`config.mk`:
```
export PLATFORM = sky130hd
export DESIGN_NAME = matmul_output_collector
export DESIGN_NICKNAME = d
export VERILOG_FILES = /design/src/rtl/matmul_output_collector.sv
export SDC_FILE = /design/constraint.sdc
export NUM_CORES = 2
export LEC_CHECK = 0
export ABC_AREA = 1
export CAP_MARGIN = 20
export CORE_ASPECT_RATIO = 1.25
export CORE_MARGIN = 1
export CORE_UTILIZATION = 55
export DETAILED_ROUTE_END_ITERATION = 16
export HOLD_SLACK_MARGIN = 0.15
export MAX_ROUTING_LAYER = met4
export PLACE_DENSITY = 0.7
export SYNTH_ARGS = -nofsm -noshare
export SYNTH_HDL_FRONTEND = slang
export SYNTH_SLANG_ARGS = --single-unit
```
`constraint.sdc`:
```
create_clock -name clk -period 3.65 [get_ports clk]
set_clock_uncertainty 0.05 [all_clocks]
set_input_delay 0.73 -clock clk [delete_from_list [all_inputs] [get_ports clk]]
set_output_delay 0.73 -clock clk [all_outputs]
set_load 0.005 [all_outputs]
```
`src/rtl/matmul_output_collector.sv`:
```
// Output collector for the systolic matmul: captures array and proxy column outputs into separate
// accumulators and writes their sum to memory one row per write. Optional macro OUTPUT_SAT_EN selects saturating arithmetic.
module matmul_output_collector #(
  parameter int          ROWS               = 4,
  parameter int          COLS               = 4,
  parameter int          WORD_SIZE          = 16,
  parameter int          HOLD_CYCLES        = 2,
  parameter int          MEM_PORT_WIDTH     = 64,
  parameter logic [31:0] OUTPUT_BASE_ADDR   = 32'h0,
  parameter int          ADDR_INCR          = 1,
  parameter int          MEM_ACCESS_LATENCY = 2
) (
  input  logic                          clk,
  input  logic                          rst,
  input  logic                          stall,
  input  logic                          start,
  input  logic                          accumulate,
  input  logic                          fsm_done,
  input  logic [COLS*WORD_SIZE-1:0]     sa_out,
  input  logic [COLS-1:0]               sa_out_valid,
  input  logic [COLS*WORD_SIZE-1:0]     proxy_out,
  input  logic [COLS-1:0]               proxy_out_valid,
  output logic                          wr_output_rdy,
  output logic                          wr_output_done,
  output logic                          overflow,
  output logic [31:0]                   mem_addr,
  output logic                          mem_wr_en,
  output logic [MEM_PORT_WIDTH-1:0]     mem_data
);

  localparam int ROW_W  = $clog2(ROWS + 1);
  localparam int HOLD_W = (HOLD_CYCLES > 1) ? $clog2(HOLD_CYCLES) : 1;
  localparam int LAT_W  = (MEM_ACCESS_LATENCY > 1) ? $clog2(MEM_ACCESS_LATENCY) : 1;

  typedef enum logic [2:0] {
    S_IDLE, S_COLLECT, S_MEM_WR, S_MEM_WR_DELAY, S_DONE
  } state_e;

  state_e                    state_q;
  logic [WORD_SIZE-1:0]      sa_acc_q [ROWS][COLS];
  logic [WORD_SIZE-1:0]      px_acc_q [ROWS][COLS];
  logic [ROW_W-1:0]          sa_row_q [COLS];
  logic [ROW_W-1:0]          px_row_q [COLS];
  logic [HOLD_W-1:0]         sa_hold_q [COLS];
  logic [HOLD_W-1:0]         px_hold_q [COLS];
  logic [ROW_W-1:0]          wr_row_q;
  logic [LAT_W-1:0]          lat_cnt_q;
  logic                      rdy_q;
  logic                      done_q;
  logic                      ovf_q;
  logic                      wr_en_q;
  logic [31:0]               addr_q;
  logic [MEM_PORT_WIDTH-1:0] data_q;
  logic [MEM_PORT_WIDTH-1:0] row_data_d;

  function automatic logic [WORD_SIZE-1:0] add_w(input logic [WORD_SIZE-1:0] a,
                                                 input logic [WORD_SIZE-1:0] b);
`ifdef OUTPUT_SAT_EN
    logic [WORD_SIZE:0] s;
    s = {a[WORD_SIZE-1], a} + {b[WORD_SIZE-1], b};
    if (s[WORD_SIZE] != s[WORD_SIZE-1])
      return s[WORD_SIZE] ? {1'b1, {(WORD_SIZE-1){1'b0}}} : {1'b0, {(WORD_SIZE-1){1'b1}}};
    return s[WORD_SIZE-1:0];
`else
    return a + b;
`endif
  endfunction

  always_comb begin
    row_data_d = '0;
    for (int r = 0; r < ROWS; r++) begin
      if (wr_row_q == ROW_W'(r)) begin
        for (int c = 0; c < COLS; c++)
          row_data_d[c*WORD_SIZE +: WORD_SIZE] = add_w(sa_acc_q[r][c], px_acc_q[r][c]);
      end
    end
  end

  always_ff @(posedge clk) begin
    if (rst) begin
      state_q   <= S_IDLE;
      rdy_q     <= 1'b1;
      done_q    <= 1'b0;
      ovf_q     <= 1'b0;
      wr_en_q   <= 1'b0;
      addr_q    <= '0;
      data_q    <= '0;
      wr_row_q  <= '0;
      lat_cnt_q <= '0;
      for (int c = 0; c < COLS; c++) begin
        sa_row_q[c]  <= '0;
        px_row_q[c]  <= '0;
        sa_hold_q[c] <= '0;
        px_hold_q[c] <= '0;
        for (int r = 0; r < ROWS; r++) begin
          sa_acc_q[r][c] <= '0;
          px_acc_q[r][c] <= '0;
        end
      end
    end else begin
      case (state_q)
        S_IDLE: begin
          if (start) begin
            state_q <= S_COLLECT;
            rdy_q   <= 1'b0;
            ovf_q   <= 1'b0;
            for (int c = 0; c < COLS; c++) begin
              sa_row_q[c]  <= '0;
              px_row_q[c]  <= '0;
              sa_hold_q[c] <= '0;
              px_hold_q[c] <= '0;
              if (!accumulate) begin
                for (int r = 0; r < ROWS; r++) begin
                  sa_acc_q[r][c] <= '0;
                  px_acc_q[r][c] <= '0;
                end
              end
            end
          end
        end

        S_COLLECT: begin
          // hold counters are down-counters: zero means the next valid cycle is a fresh sample
          for (int c = 0; c < COLS; c++) begin
            if (!sa_out_valid[c]) begin
              sa_hold_q[c] <= '0;
            end else if (!stall) begin
              if (sa_hold_q[c] == '0) begin
                sa_hold_q[c] <= HOLD_W'(HOLD_CYCLES - 1);
                if (sa_row_q[c] == ROW_W'(ROWS)) begin
                  ovf_q <= 1'b1;
                end else begin
                  for (int r = 0; r < ROWS; r++) begin
                    if (sa_row_q[c] == ROW_W'(r))
                      sa_acc_q[r][c] <= add_w(sa_acc_q[r][c], sa_out[c*WORD_SIZE +: WORD_SIZE]);
                  end
                  sa_row_q[c] <= sa_row_q[c] + ROW_W'(1);
                end
              end else begin
                sa_hold_q[c] <= sa_hold_q[c] - HOLD_W'(1);
              end
            end

            if (!proxy_out_valid[c]) begin
              px_hold_q[c] <= '0;
            end else if (!stall) begin
              if (px_hold_q[c] == '0) begin
                px_hold_q[c] <= HOLD_W'(HOLD_CYCLES - 1);
                if (px_row_q[c] == ROW_W'(ROWS)) begin
                  ovf_q <= 1'b1;
                end else begin
                  for (int r = 0; r < ROWS; r++) begin
                    if (px_row_q[c] == ROW_W'(r))
                      px_acc_q[r][c] <= add_w(px_acc_q[r][c], proxy_out[c*WORD_SIZE +: WORD_SIZE]);
                  end
                  px_row_q[c] <= px_row_q[c] + ROW_W'(1);
                end
              end else begin
                px_hold_q[c] <= px_hold_q[c] - HOLD_W'(1);
              end
            end
          end
          if (fsm_done) begin
            state_q  <= S_MEM_WR;
            wr_row_q <= '0;
          end
        end

        S_MEM_WR: begin
          if (wr_row_q == ROW_W'(ROWS)) begin
            wr_en_q <= 1'b0;
            done_q  <= 1'b1;
            state_q <= S_DONE;
          end else begin
            wr_en_q  <= 1'b1;
            addr_q   <= OUTPUT_BASE_ADDR + 32'(wr_row_q) * 32'(ADDR_INCR);
            data_q   <= row_data_d;
            wr_row_q <= wr_row_q + ROW_W'(1);
            if (MEM_ACCESS_LATENCY > 1) begin
              state_q   <= S_MEM_WR_DELAY;
              lat_cnt_q <= LAT_W'(MEM_ACCESS_LATENCY - 2);
            end
          end
        end

        S_MEM_WR_DELAY: begin
          wr_en_q <= 1'b0;
          if (lat_cnt_q == '0)
            state_q <= S_MEM_WR;
          else
            lat_cnt_q <= lat_cnt_q - LAT_W'(1);
        end

        S_DONE: begin
          done_q  <= 1'b0;
          rdy_q   <= 1'b1;
          state_q <= S_IDLE;
        end

        default: state_q <= S_IDLE;
      endcase
    end
  end

  assign wr_output_rdy  = rdy_q;
  assign wr_output_done = done_q;
  assign overflow       = ovf_q;
  assign mem_wr_en      = wr_en_q;
  assign mem_addr       = addr_q;
  assign mem_data       = data_q;

endmodule

```
==> impl_metrics.ini <==
[status]
status = complete, no violations

[layout]
final_cell_mix = 1610 x nand2_1, 991 x a21oi_1, 829 x nor2_1
area_delta_synth_final_pct = 12.2
fin_util_pct = 62.3
postLayoutCellArea_sq_um = 65600
final_common_cell = nand2_1
nets = 9184
instances_no_fill = 9711
drive_gt1_share_pct = 4.50

[grt]
grt_max_degree = 59
first_global_vias = 54100
grt-ovfl-total = 0
gr-usage-all-layers_pct = 37.7
antenna_found_initial = 5
grt_pass1_wl_microns = 304000

[place]
dp_cells = 9566
post_dp_cell_area_sq_um = 63000
place_congestion = 0.994
dpl.hpwl_microns = 158000
port_buffers = 212

[timing]
hold_viol = 0
report.final.setup_viol = 0
slew_headroom_pct = 29.7
fin_hold_ws_ps = 415
max_freq_mhz = 337
period_needed_ps = 2970
rsz0062_at_grt = no
tightest_slew_ps = 1050
slew_violations = 0
fin_crit_sh_pct = 81.4

[clock_tree]
cts_sinks = 621
clock_path_buffers = 3
cts_setup_buffers = 0
cts_resized = 0
cts_tree = done
cts_inserted_buffers = 78
cts.htree.levels = 3
clk_latency_ps = 690
root_buffer = clkbuf_16
cts.clk_slew.worst_paths_ps = 60
hold_buffers = 0

[synth]
ys_seq_area_share_pct = 29.3
synthFlopType = edfxtp_1
ys_types = 65
ys_ff_latch = 621
synth_edf_count = 472
async_flop_share_pct = 0
ys_warn_count = 0
syn_inst = 7905
avgSynthCellArea_sq_um = 7.40
synth.cell_area_sq_um = 58500

[die]
initial_core_util_pct = 55.6
core_sq_um = 105000
placementRows = 133
die_h_microns = 367
die-area_sq_um = 108000
pin_count = 242
dieWidth_microns = 294

[worst_setup_path]
worstPathCellList = clkdlybuf4s50_1 -> ha_1 -> fa_1 -> nand3_1 -> nand2_1 -> a21oi_1 -> o21bai_1 -> a21o_1 -> nand3_1 -> nand2_1 -> nor2_1 -> nor2_1
worst_ep_arrival_time_ps = 3340
worstRegToRegCells = 11
critPathLaunchType = input port
cp_slowest_stage_delay_ps = 600
regToRegStartpoint = px_acc_q[0][32]$_DFFE_PP_
cp_max_fo = 4
required_ps = 4020
r2r_slack_ps = 700
crit_path_top_delay_cell = clkdlybuf4s50_1
end_kind = flop
worstReg2RegEnd = mem_data[22]$_SDFFE_PP0P_
critPathKind = in -> reg
crit_start = proxy_out[16]

[power_and_ir_drop]
power_frac_seq_pct = 35.3
vdd_ir_drop_max_mv = 0.439
switching_share_pct = 35.7
p_comb_share_pct = 30.4
p_leak_nw = 31.1
p_int_mw = 15.5
p_per_area_nw_per_um2 = 366
clockPowerShare_pct = 34.3
p_total_mw = 24.0
power.switching_mw = 8.57

[detailed_routing]
antenna_left = 0
vias = 57100
drt_iter0_drc = 4514
first_pass_iters = 7
wl_microns = 200000
via_per_inst = 5.88
wl_per_cell_microns = 20.6
drc = 0

[job]
drv_cap = 0

[worst_hold_path]
hp-start = mem_data[15]$_SDFFE_PP0P_
hp-class = reg -> reg
holdPathStages = 2
hold_path_end = mem_data[15]$_SDFFE_PP0P_
-- cell usage after synthesis, drive strengths merged, types with 2 or more instances --
| cell | count | share of area, % |
|---|---|---|
| a211oi | 44 | 0.58 |
| a21boi | 31 | 0.40 |
| a21o | 73 | 0.94 |
| a21oi | 995 | 8.5 |
| a221oi | 4 | 0.060 |
| a31o | 8 | 0.12 |
| a31oi | 35 | 0.37 |
| a32o | 2 | 0.034 |
| and2 | 9 | 0.096 |
| and3 | 3 | 0.032 |
| buf | 88 | 0.90 |
| clkbuf | 57 | 0.37 |
| clkinv | 4 | 0.030 |
| dfxtp | 149 | 5.1 |
| edfxtp | 472 | 24 |
| fa | 48 | 1.6 |
| ha | 765 | 16 |
| inv | 808 | 5.2 |
| nand2 | 1623 | 10 |
| nand3 | 563 | 4.8 |
| nand3b | 30 | 0.38 |
| nand4 | 57 | 0.64 |
| nor2 | 849 | 5.6 |
| nor3 | 90 | 0.78 |
| nor3b | 10 | 0.14 |
| nor4 | 3 | 0.032 |
| nor4b | 2 | 0.030 |
| o2111ai | 18 | 0.27 |
| o211ai | 22 | 0.28 |
| o21a | 52 | 0.67 |
| o21ai | 569 | 4.9 |
| o21bai | 57 | 0.73 |
| o311ai | 2 | 0.030 |
| o31ai | 26 | 0.33 |
| o32ai | 4 | 0.060 |
| or2 | 29 | 0.31 |
| or3 | 4 | 0.043 |
| xnor2 | 168 | 2.5 |
| xor2 | 125 | 1.9 |
-- cell type report --
class	count	area (sq um)
Antenna cell	5	12.5
Sequential cell	621	17200
Clock buffer	99	2190
Inverter	812	3050
Timing Repair Buffer	361	3340
Tap cell	1417	1770
Fill cell	9799	39700
Multi-Input combinational cell	6355	37700
Clock inverter	41	429
-- how the worst max path moves through the flow --
stage / end / slack (ps) / depth (start not counted)
2_1_floorplan: sa_acc_q[1][60]$_DFFE_PP_ / 980 / 10
3_3_place_gp: px_acc_q[1][60]$_DFFE_PP_ / 120 / 11
3_5_place_dp: px_acc_q[2][44]$_DFFE_PP_ / -0.8 / 12
4_1_cts: px_acc_q[2][44]$_DFFE_PP_ / 710 / 12
5_1_grt: mem_data[22]$_SDFFE_PP0P_ / 480 / 11
6_report: px_acc_q[2][44]$_DFFE_PP_ / 680 / 12
-- sequential cells by signal (all words and copies together), names as in the netlist --
| register | count |
|---|---|
| px_row_q | 12 |
| overflow | 1 |
| mem_addr | 3 |
| mem_data | 64 |
| mem_wr_en | 1 |
| sa_row_q | 12 |
| wr_output_rdy | 1 |
| px_acc_q | 256 |
| wr_row_q | 3 |
| px_hold_q | 4 |
| sa_hold_q | 4 |
| state_q | 3 |
| sa_acc_q | 256 |
| wr_output_done | 1 |
-- per-stage QoR --
| stage | setup WS, ps | TNS (ps) |
|---|---|---|
| after floorplan | 978 | 0 |
| after global placement | 122 | 0 |
| after detailed placement | -0.764 | -0.764 |
| after CTS | 711 | 0 |
| after global routing | 484 | 0 |
| final | 680 | 0 |
-- layer usage --
layer / track usage, % / routed length [microns] / vias to the layer above
met5: - / 0 / -
met4: 20.4 / 12000 / 0
met3: 4.88 / 14600 / 509
met2: 60.4 / 92000 / 2055
met1: 46.0 / 81800 / 26500
li1: - / - / 28000
-- worst max-delay path: cells and delay by family --
kind,cells,cell delay (ps)
AND/OR/NAND/NOR,6,450
AO/OA/AOI/OAI,3,760
buffers and inverters,1,600
adder cells (fa/ha/maj),2,780
-- kinds of logic (layout without fill, tap and decap cells) --
logic type / Yosys count / after routing / share of synthesized area (%)
AO/OA/AOI/OAI: 1948 / 1948 / 18.4
other: 1 / 34 / 0.00641
XOR/XNOR: 293 / 293 / 4.39
buffers and inverters: 957 / 1313 / 6.49
flip-flops: 621 / 621 / 29.3
AND/OR/NAND/NOR: 3272 / 3272 / 23.4
adder cells (fa/ha/maj): 813 / 813 / 18.0
-- power by group through the flow --
stage | clock network (mW) | logic (mW) | registers [mW]
final | 8.23 | 7.31 | 8.48
after global routing | 8.53 | 8.05 | 8.50
after CTS | 8.32 | 7.19 | 8.47
after detailed placement | 0 | 7.13 | 8.61
after global placement | 0 | 7.07 | 8.61
after floorplan | 0 | 4.74 | 8.41
(Power assumes the default switching activity.)
